### config.mk
export PLATFORM = sky130hd
export DESIGN_NAME = act_requant_stage_flat
export DESIGN_NICKNAME = d
export VERILOG_FILES = /design/src/rtl/act_requant_stage_if.sv /design/src/rtl/act_requant_stage.sv /design/src/flat_wrapper.sv
export SDC_FILE = /design/constraint.sdc
export NUM_CORES = 1
export LEC_CHECK = 0
export ABC_AREA = 1
export BUFFER_PORTS_ARGS = -buffer_cell sky130_fd_sc_hd__buf_4
export CAP_MARGIN = 20
export CORE_MARGIN = 2
export CORE_UTILIZATION = 27
export DETAILED_ROUTE_END_ITERATION = 6
export GPL_ROUTABILITY_DRIVEN = 1
export PLACE_DENSITY = 0.46
export SYNTH_ARGS = -nofsm -noshare
export SYNTH_HDL_FRONTEND = slang
export SYNTH_SLANG_ARGS = --single-unit
### constraint.sdc
create_clock -name iClk -period 2.3 [get_ports iClk]
set_clock_uncertainty 0.2 [all_clocks]
set_input_delay 0.345 -clock iClk [delete_from_list [all_inputs] [get_ports iClk]]
set_output_delay 0.345 -clock iClk [all_outputs]
set_load 0.05 [all_outputs]
### src/rtl/act_requant_stage_if.sv
// Stream bundle between the MAC accumulator side and the activation unit side
// of the requantizer.
interface act_requant_stage_if #(
  parameter int ACC_WIDTH = 20,
  parameter int WIDTH     = 8
);
  logic signed [ACC_WIDTH-1:0] acc_data;
  logic signed [ACC_WIDTH-1:0] bias;
  logic                        acc_valid;
  logic                        acc_ready;
  logic signed [WIDTH-1:0]     data_out;
  logic                        data_en;
  logic                        out_ready;

  // Handshake: a beat moves on a side exactly in a cycle where its valid
  // (acc_valid / data_en) and ready (acc_ready / out_ready) are both high.
  modport slave (
    input  acc_data, bias, acc_valid, out_ready,
    output acc_ready, data_out, data_en
  );

  modport master (
    output acc_data, bias, acc_valid, out_ready,
    input  acc_ready, data_out, data_en
  );
endinterface

### src/rtl/act_requant_stage.sv
// Two-stage requantizer: bias add, rounded arithmetic right shift, saturation.
// Optional clamp counter port sat_count enabled by macro REQUANT_SATCNT_EN.
module act_requant_stage #(
  parameter int ACC_WIDTH  = 20,
  parameter int WIDTH      = 8,
  parameter int FRAC_SHIFT = 4
) (
  input  logic                 iClk,
  input  logic                 iRst,
  input  logic                 flush,
  act_requant_stage_if.slave   bus
`ifdef REQUANT_SATCNT_EN
  ,
  output logic [15:0]          sat_count
`endif
);

  localparam int SW = ACC_WIDTH + 1;
  localparam int RW = ACC_WIDTH + 2;

  localparam logic signed [RW-1:0] RND =
    (FRAC_SHIFT > 0) ? (RW'(1) << ((FRAC_SHIFT > 0) ? FRAC_SHIFT - 1 : 0)) : '0;
  localparam logic signed [RW-1:0] MAXV = {{(RW-WIDTH+1){1'b0}}, {(WIDTH-1){1'b1}}};
  localparam logic signed [RW-1:0] MINV = {{(RW-WIDTH+1){1'b1}}, {(WIDTH-1){1'b0}}};
  localparam logic signed [WIDTH-1:0] MAX_OUT = {1'b0, {(WIDTH-1){1'b1}}};
  localparam logic signed [WIDTH-1:0] MIN_OUT = {1'b1, {(WIDTH-1){1'b0}}};

  logic                    s1_valid_q, s1_valid_d;
  logic signed [SW-1:0]    sum_q, sum_d;
  logic signed [WIDTH-1:0] data_out_q, data_out_d;
  logic                    data_en_q, data_en_d;

  logic                    s1_ready;
  logic                    s2_ready;
  logic signed [RW-1:0]    rnd;
  logic signed [RW-1:0]    q;
  logic                    sat_hi;
  logic                    sat_lo;
  logic signed [WIDTH-1:0] sat_val;

  always_comb begin
    s2_ready = !data_en_q || bus.out_ready;
    s1_ready = !s1_valid_q || s2_ready;

    rnd     = {sum_q[SW-1], sum_q} + RND;
    q       = rnd >>> FRAC_SHIFT;
    sat_hi  = (q > MAXV);
    sat_lo  = (q < MINV);
    sat_val = sat_hi ? MAX_OUT : (sat_lo ? MIN_OUT : q[WIDTH-1:0]);

    s1_valid_d = s1_valid_q;
    sum_d      = sum_q;
    data_en_d  = data_en_q;
    data_out_d = data_out_q;

    if (flush) begin
      s1_valid_d = 1'b0;
      sum_d      = '0;
      data_en_d  = 1'b0;
      data_out_d = '0;
    end else begin
      if (s1_ready) begin
        s1_valid_d = bus.acc_valid;
        sum_d      = bus.acc_valid ? ({bus.acc_data[ACC_WIDTH-1], bus.acc_data} +
                                      {bus.bias[ACC_WIDTH-1], bus.bias}) : '0;
      end
      // Bubbles load zero so the activation unit never sees stale data.
      if (s2_ready) begin
        data_en_d  = s1_valid_q;
        data_out_d = s1_valid_q ? sat_val : '0;
      end
    end
  end

  always_ff @(posedge iClk or negedge iRst) begin
    if (!iRst) begin
      s1_valid_q <= 1'b0;
      sum_q      <= '0;
      data_en_q  <= 1'b0;
      data_out_q <= '0;
    end else begin
      s1_valid_q <= s1_valid_d;
      sum_q      <= sum_d;
      data_en_q  <= data_en_d;
      data_out_q <= data_out_d;
    end
  end

  assign bus.acc_ready = s1_ready && !flush;
  assign bus.data_en   = data_en_q;
  assign bus.data_out  = data_out_q;

`ifdef REQUANT_SATCNT_EN
  logic [15:0] sat_cnt_q, sat_cnt_d;

  always_comb begin
    sat_cnt_d = sat_cnt_q;
    if (flush) begin
      sat_cnt_d = '0;
    end else if (s2_ready && s1_valid_q && (sat_hi || sat_lo) && (sat_cnt_q != 16'hFFFF)) begin
      sat_cnt_d = sat_cnt_q + 16'd1;
    end
  end

  always_ff @(posedge iClk or negedge iRst) begin
    if (!iRst) begin
      sat_cnt_q <= '0;
    end else begin
      sat_cnt_q <= sat_cnt_d;
    end
  end

  assign sat_count = sat_cnt_q;
`endif

endmodule

### src/flat_wrapper.sv
// flat-port wrapper written by rule: the top's interface ports become plain ports
module act_requant_stage_flat 
#(
  parameter int ACC_WIDTH  = 20,
  parameter int WIDTH      = 8,
  parameter int FRAC_SHIFT = 4
)
  (iClk, iRst, flush, bus_acc_data, bus_bias, bus_acc_valid, bus_out_ready, bus_acc_ready, bus_data_out, bus_data_en);
  act_requant_stage_if #(.ACC_WIDTH(ACC_WIDTH), .WIDTH(WIDTH)) bus_i ();
  input  logic iClk;
  input  logic iRst;
  input  logic flush;
  input wire logic [$bits(bus_i.acc_data)-1:0] bus_acc_data;
  input wire logic [$bits(bus_i.bias)-1:0] bus_bias;
  input wire logic [$bits(bus_i.acc_valid)-1:0] bus_acc_valid;
  input wire logic [$bits(bus_i.out_ready)-1:0] bus_out_ready;
  output wire logic [$bits(bus_i.acc_ready)-1:0] bus_acc_ready;
  output wire logic [$bits(bus_i.data_out)-1:0] bus_data_out;
  output wire logic [$bits(bus_i.data_en)-1:0] bus_data_en;
  assign bus_i.acc_data = bus_acc_data;
  assign bus_i.bias = bus_bias;
  assign bus_i.acc_valid = bus_acc_valid;
  assign bus_i.out_ready = bus_out_ready;
  assign bus_acc_ready = bus_i.acc_ready;
  assign bus_data_out = bus_i.data_out;
  assign bus_data_en = bus_i.data_en;
  act_requant_stage #(.ACC_WIDTH(ACC_WIDTH), .WIDTH(WIDTH), .FRAC_SHIFT(FRAC_SHIFT)) u_core (.iClk(iClk), .iRst(iRst), .flush(flush), .bus(bus_i));
endmodule
==> metrics.txt <==
Final ANT Viol Nets 0; Seq/Total Area, Yosys 0.257; syn_nets 501; Reg clk slew, reported paths 0.11 ns; cell family with most CP delay simple AND/OR/NAND/NOR gates; slowest cell delay on critical path 0.28 ns; total wire length 7.79 mm; R2R depth 12; M3 GR Usage 0.0138; total grt overflow 0; Yosys top cell area share 0.257; diode count 0; Crit path required time 2.26 ns; Post-synth top flop dfrtp_1; # IOs 55; Util after Layout 0.370; max cap viols 0; Final min period 2.20 ns; Setup crit end kind flip-flop; Buf/Inv on CP 3; M1 GR Usage 0.184; most common library cells after synthesis nand2_1, nor2_1, inv_1; area of the core 9770 sq um; area delta synth->final 32.8%; worst reg2reg endpoint u_core.bus.data_out[6]$_DFFE_PN0P_; Starting Density 0.278; Peak VDD IR 311 uV; cts bufs inserted 3; layout cells sized above 1 0.211; cell taking the most area after synthesis dfrtp_1; leak pwr 1.77 nW; Post-synth EDFFs 0; max frequency 0.455 GHz; CTS tree yes; Comb pwr share 0.386; measured slew at the worst slew-check pin 0.436 ns; ys async rst share 1.00; DIE HEIGHT 104 um; Cells after Synth 436; Top Usage Layer GRT met2; CTS root buf clkbuf_8; # fillers 1104; Flop pwr share 0.359; DRC Markers 0; net switching power 541 uW; Nets 592; DR WL/cell 11.8 um; min-delay src flush; placer congestion estimate 0.817; hold crit path type in2reg; H-Tree Depth 1; R2R Setup Slk 0.25 ns; Setup violations, final 0; hold path endpoint u_core.bus.data_out[7]$_DFFE_PN0P_; synthesized area 2720 sq um; Mean Syn Cell Area 6.24 sq um; period utilization 0.955; DRT Pass-1 Iters 4; antenna violations before repair 0; area of the multi-input gates 1840 sq um; r2r startpoint u_core.sum_q[4]$_DFFE_PN0P_; Pint 1.01 mW; Synth cell types 31; vias in the first global route 2966; register cell area after layout 701 sq um; PwrDens 430 nW/um^2; Setup crit start kind primary input; first-pass GRT wire length 13.4 mm; Synth area leaders dfrtp_1, nand2_1, ha_1; # port buffers 54; clock power share 0.256; final worst slack 0.104 ns; critical path type in2reg; DRT iter0 DRCs 50; synth warn 0; Cell Rows 36; Post-DP HPWL 6.81 mm; Hold Path Depth 2; clock sinks 28; highest-delay cell along the critical path ha_1; Total Routing Usage GR 0.147; slew margin rel. 0.706; dominant cell by count in the synthesized netlist nand2_1; CTS Buffer Depth 2; Place WS -0.223 ns; largest net degree at the start of global routing 29; Seq cells post-synth 28; total die area 10900 sq um; die width 104 um; Hold Fails Final Rpt 0; CP cell instances buf_4 > ha_1 > buf_4 > nand2_1 > nor2_1 > inv_1 > nor3_1 > nand4_1 > nand3_1 > a21oi_1 > o21ai_0 > o21ai_0; RSZ-0062 raised after global routing no; routing usage on met2 0.271; vias per cell 4.47; Vias 2944; Worst EP arrival 2.15 ns; max-slew violation count 0; Crit Path Max Fanout 4; Sw Ratio 0.348; status complete, no violations; Clk Latency, worst-skew pair 0.28 ns; setup repair bufs after CTS 0
-- state kept, by name (all words and copies together) (netlist names) --
| signal | count |
|---|---|
| u_core.bus.data_en | 1 |
| u_core.bus.data_out | 8 |
| u_core.sum_q | 18 |
| u_core.s1_valid_q | 1 |
-- final cells by class --
type,instances,share of cell area
Clock buffer,3,0.0114
Clock inverter,1,0.00831
Inverter,45,0.0467
Multi-Input combinational cell,361,0.510
Sequential cell,28,0.194
Tap cell,133,0.0460
Timing Repair Buffer,88,0.183
-- how the worst max path moves through the flow --
| stage | from | to | slack [ns] | cells after the start |
|---|---|---|---|---|
| after floorplan | u_core.bus.data_en$_DFFE_PN0P_ | u_core.sum_q[17]$_DFFE_PN0P_ | 0.08 | 10 |
| after global placement | bus_bias[12] | u_core.sum_q[18]$_DFFE_PN0P_ | -0.22 | 12 |
| after detailed placement | bus_bias[12] | u_core.sum_q[18]$_DFFE_PN0P_ | -0.22 | 12 |
| after CTS | bus_bias[13] | u_core.sum_q[18]$_DFFE_PN0P_ | 0.07 | 12 |
| after global routing | bus_bias[13] | u_core.sum_q[18]$_DFFE_PN0P_ | 0.02 | 12 |
| final | bus_bias[13] | u_core.sum_q[18]$_DFFE_PN0P_ | 0.10 | 12 |
-- power groups by stage --
| stage | combinational (mW) | sequential, mW | clock [mW] |
|---|---|---|---|
| finish | 0.599 | 0.557 | 0.398 |
| global route | 0.678 | 0.564 | 0.427 |
| detailed placement | 0.599 | 0.567 | 0 |
| CTS | 0.603 | 0.557 | 0.413 |
| floorplan | 0.323 | 0.593 | 0 |
| global placement | 0.598 | 0.567 | 0 |
-- per-layer routing --
metal  part of all wire  wire, um  up-vias
li1                   -         -     1610
met1               0.48      3710     1269
met2               0.48      3740       57
met3              0.031       238        8
met4              0.012        97        0
met5                  0         0        -
-- cells in the final DEF (no fill, tap or decap), drive strengths merged, types with 2 or more instances in the layout --
cell	synthesis	layout
nand3	15	15
o21a	2	2
clkbuf	2	3
o21ai	42	42
nor3	5	5
buf	0	87
nand4	9	9
a21oi	31	31
a31oi	2	2
nand2	155	155
xor2	8	8
dfrtp	28	28
inv	45	45
o21bai	4	4
ha	20	20
a21o	2	2
nor2	59	59
-- per-stage QoR --
step	instance area [sq um]	std cells	total power [mW]	setup TNS [ns]	hold WS [ns]
2_1_floorplan	2720	436	0.916	0	-0.151
3_3_place_gp	3530	654	1.17	-0.294	0.0881
4_1_cts	3610	659	1.57	0	0.0716
5_1_grt	3610	659	1.67	0	0.0707
6_report	3610	659	1.55	0	0.0720
3_5_place_dp	3530	654	1.17	-0.333	0.0854
-- repair_timing --
action / 4_1_cts / 5_1_grt
endpoints found under the setup margin: 0 / 1
hold endpoints to repair: 28 / 0
hold buffers: 1 / 0
resized for setup: 0 / 1
-- logic make-up (layout without fill, tap and decap cells) --
kind of cell / Yosys count / count (layout) / share of synthesized area
buffers and inverters: 47 / 137 / 0.0648
adder cells (fa/ha/maj): 20 / 20 / 0.0920
AO/OA/AOI/OAI: 87 / 87 / 0.172
XOR/XNOR: 8 / 8 / 0.0257
flip-flops: 28 / 28 / 0.257
AND/OR/NAND/NOR: 246 / 246 / 0.388
No activity file was read; power rests on OpenSTA's default activity.
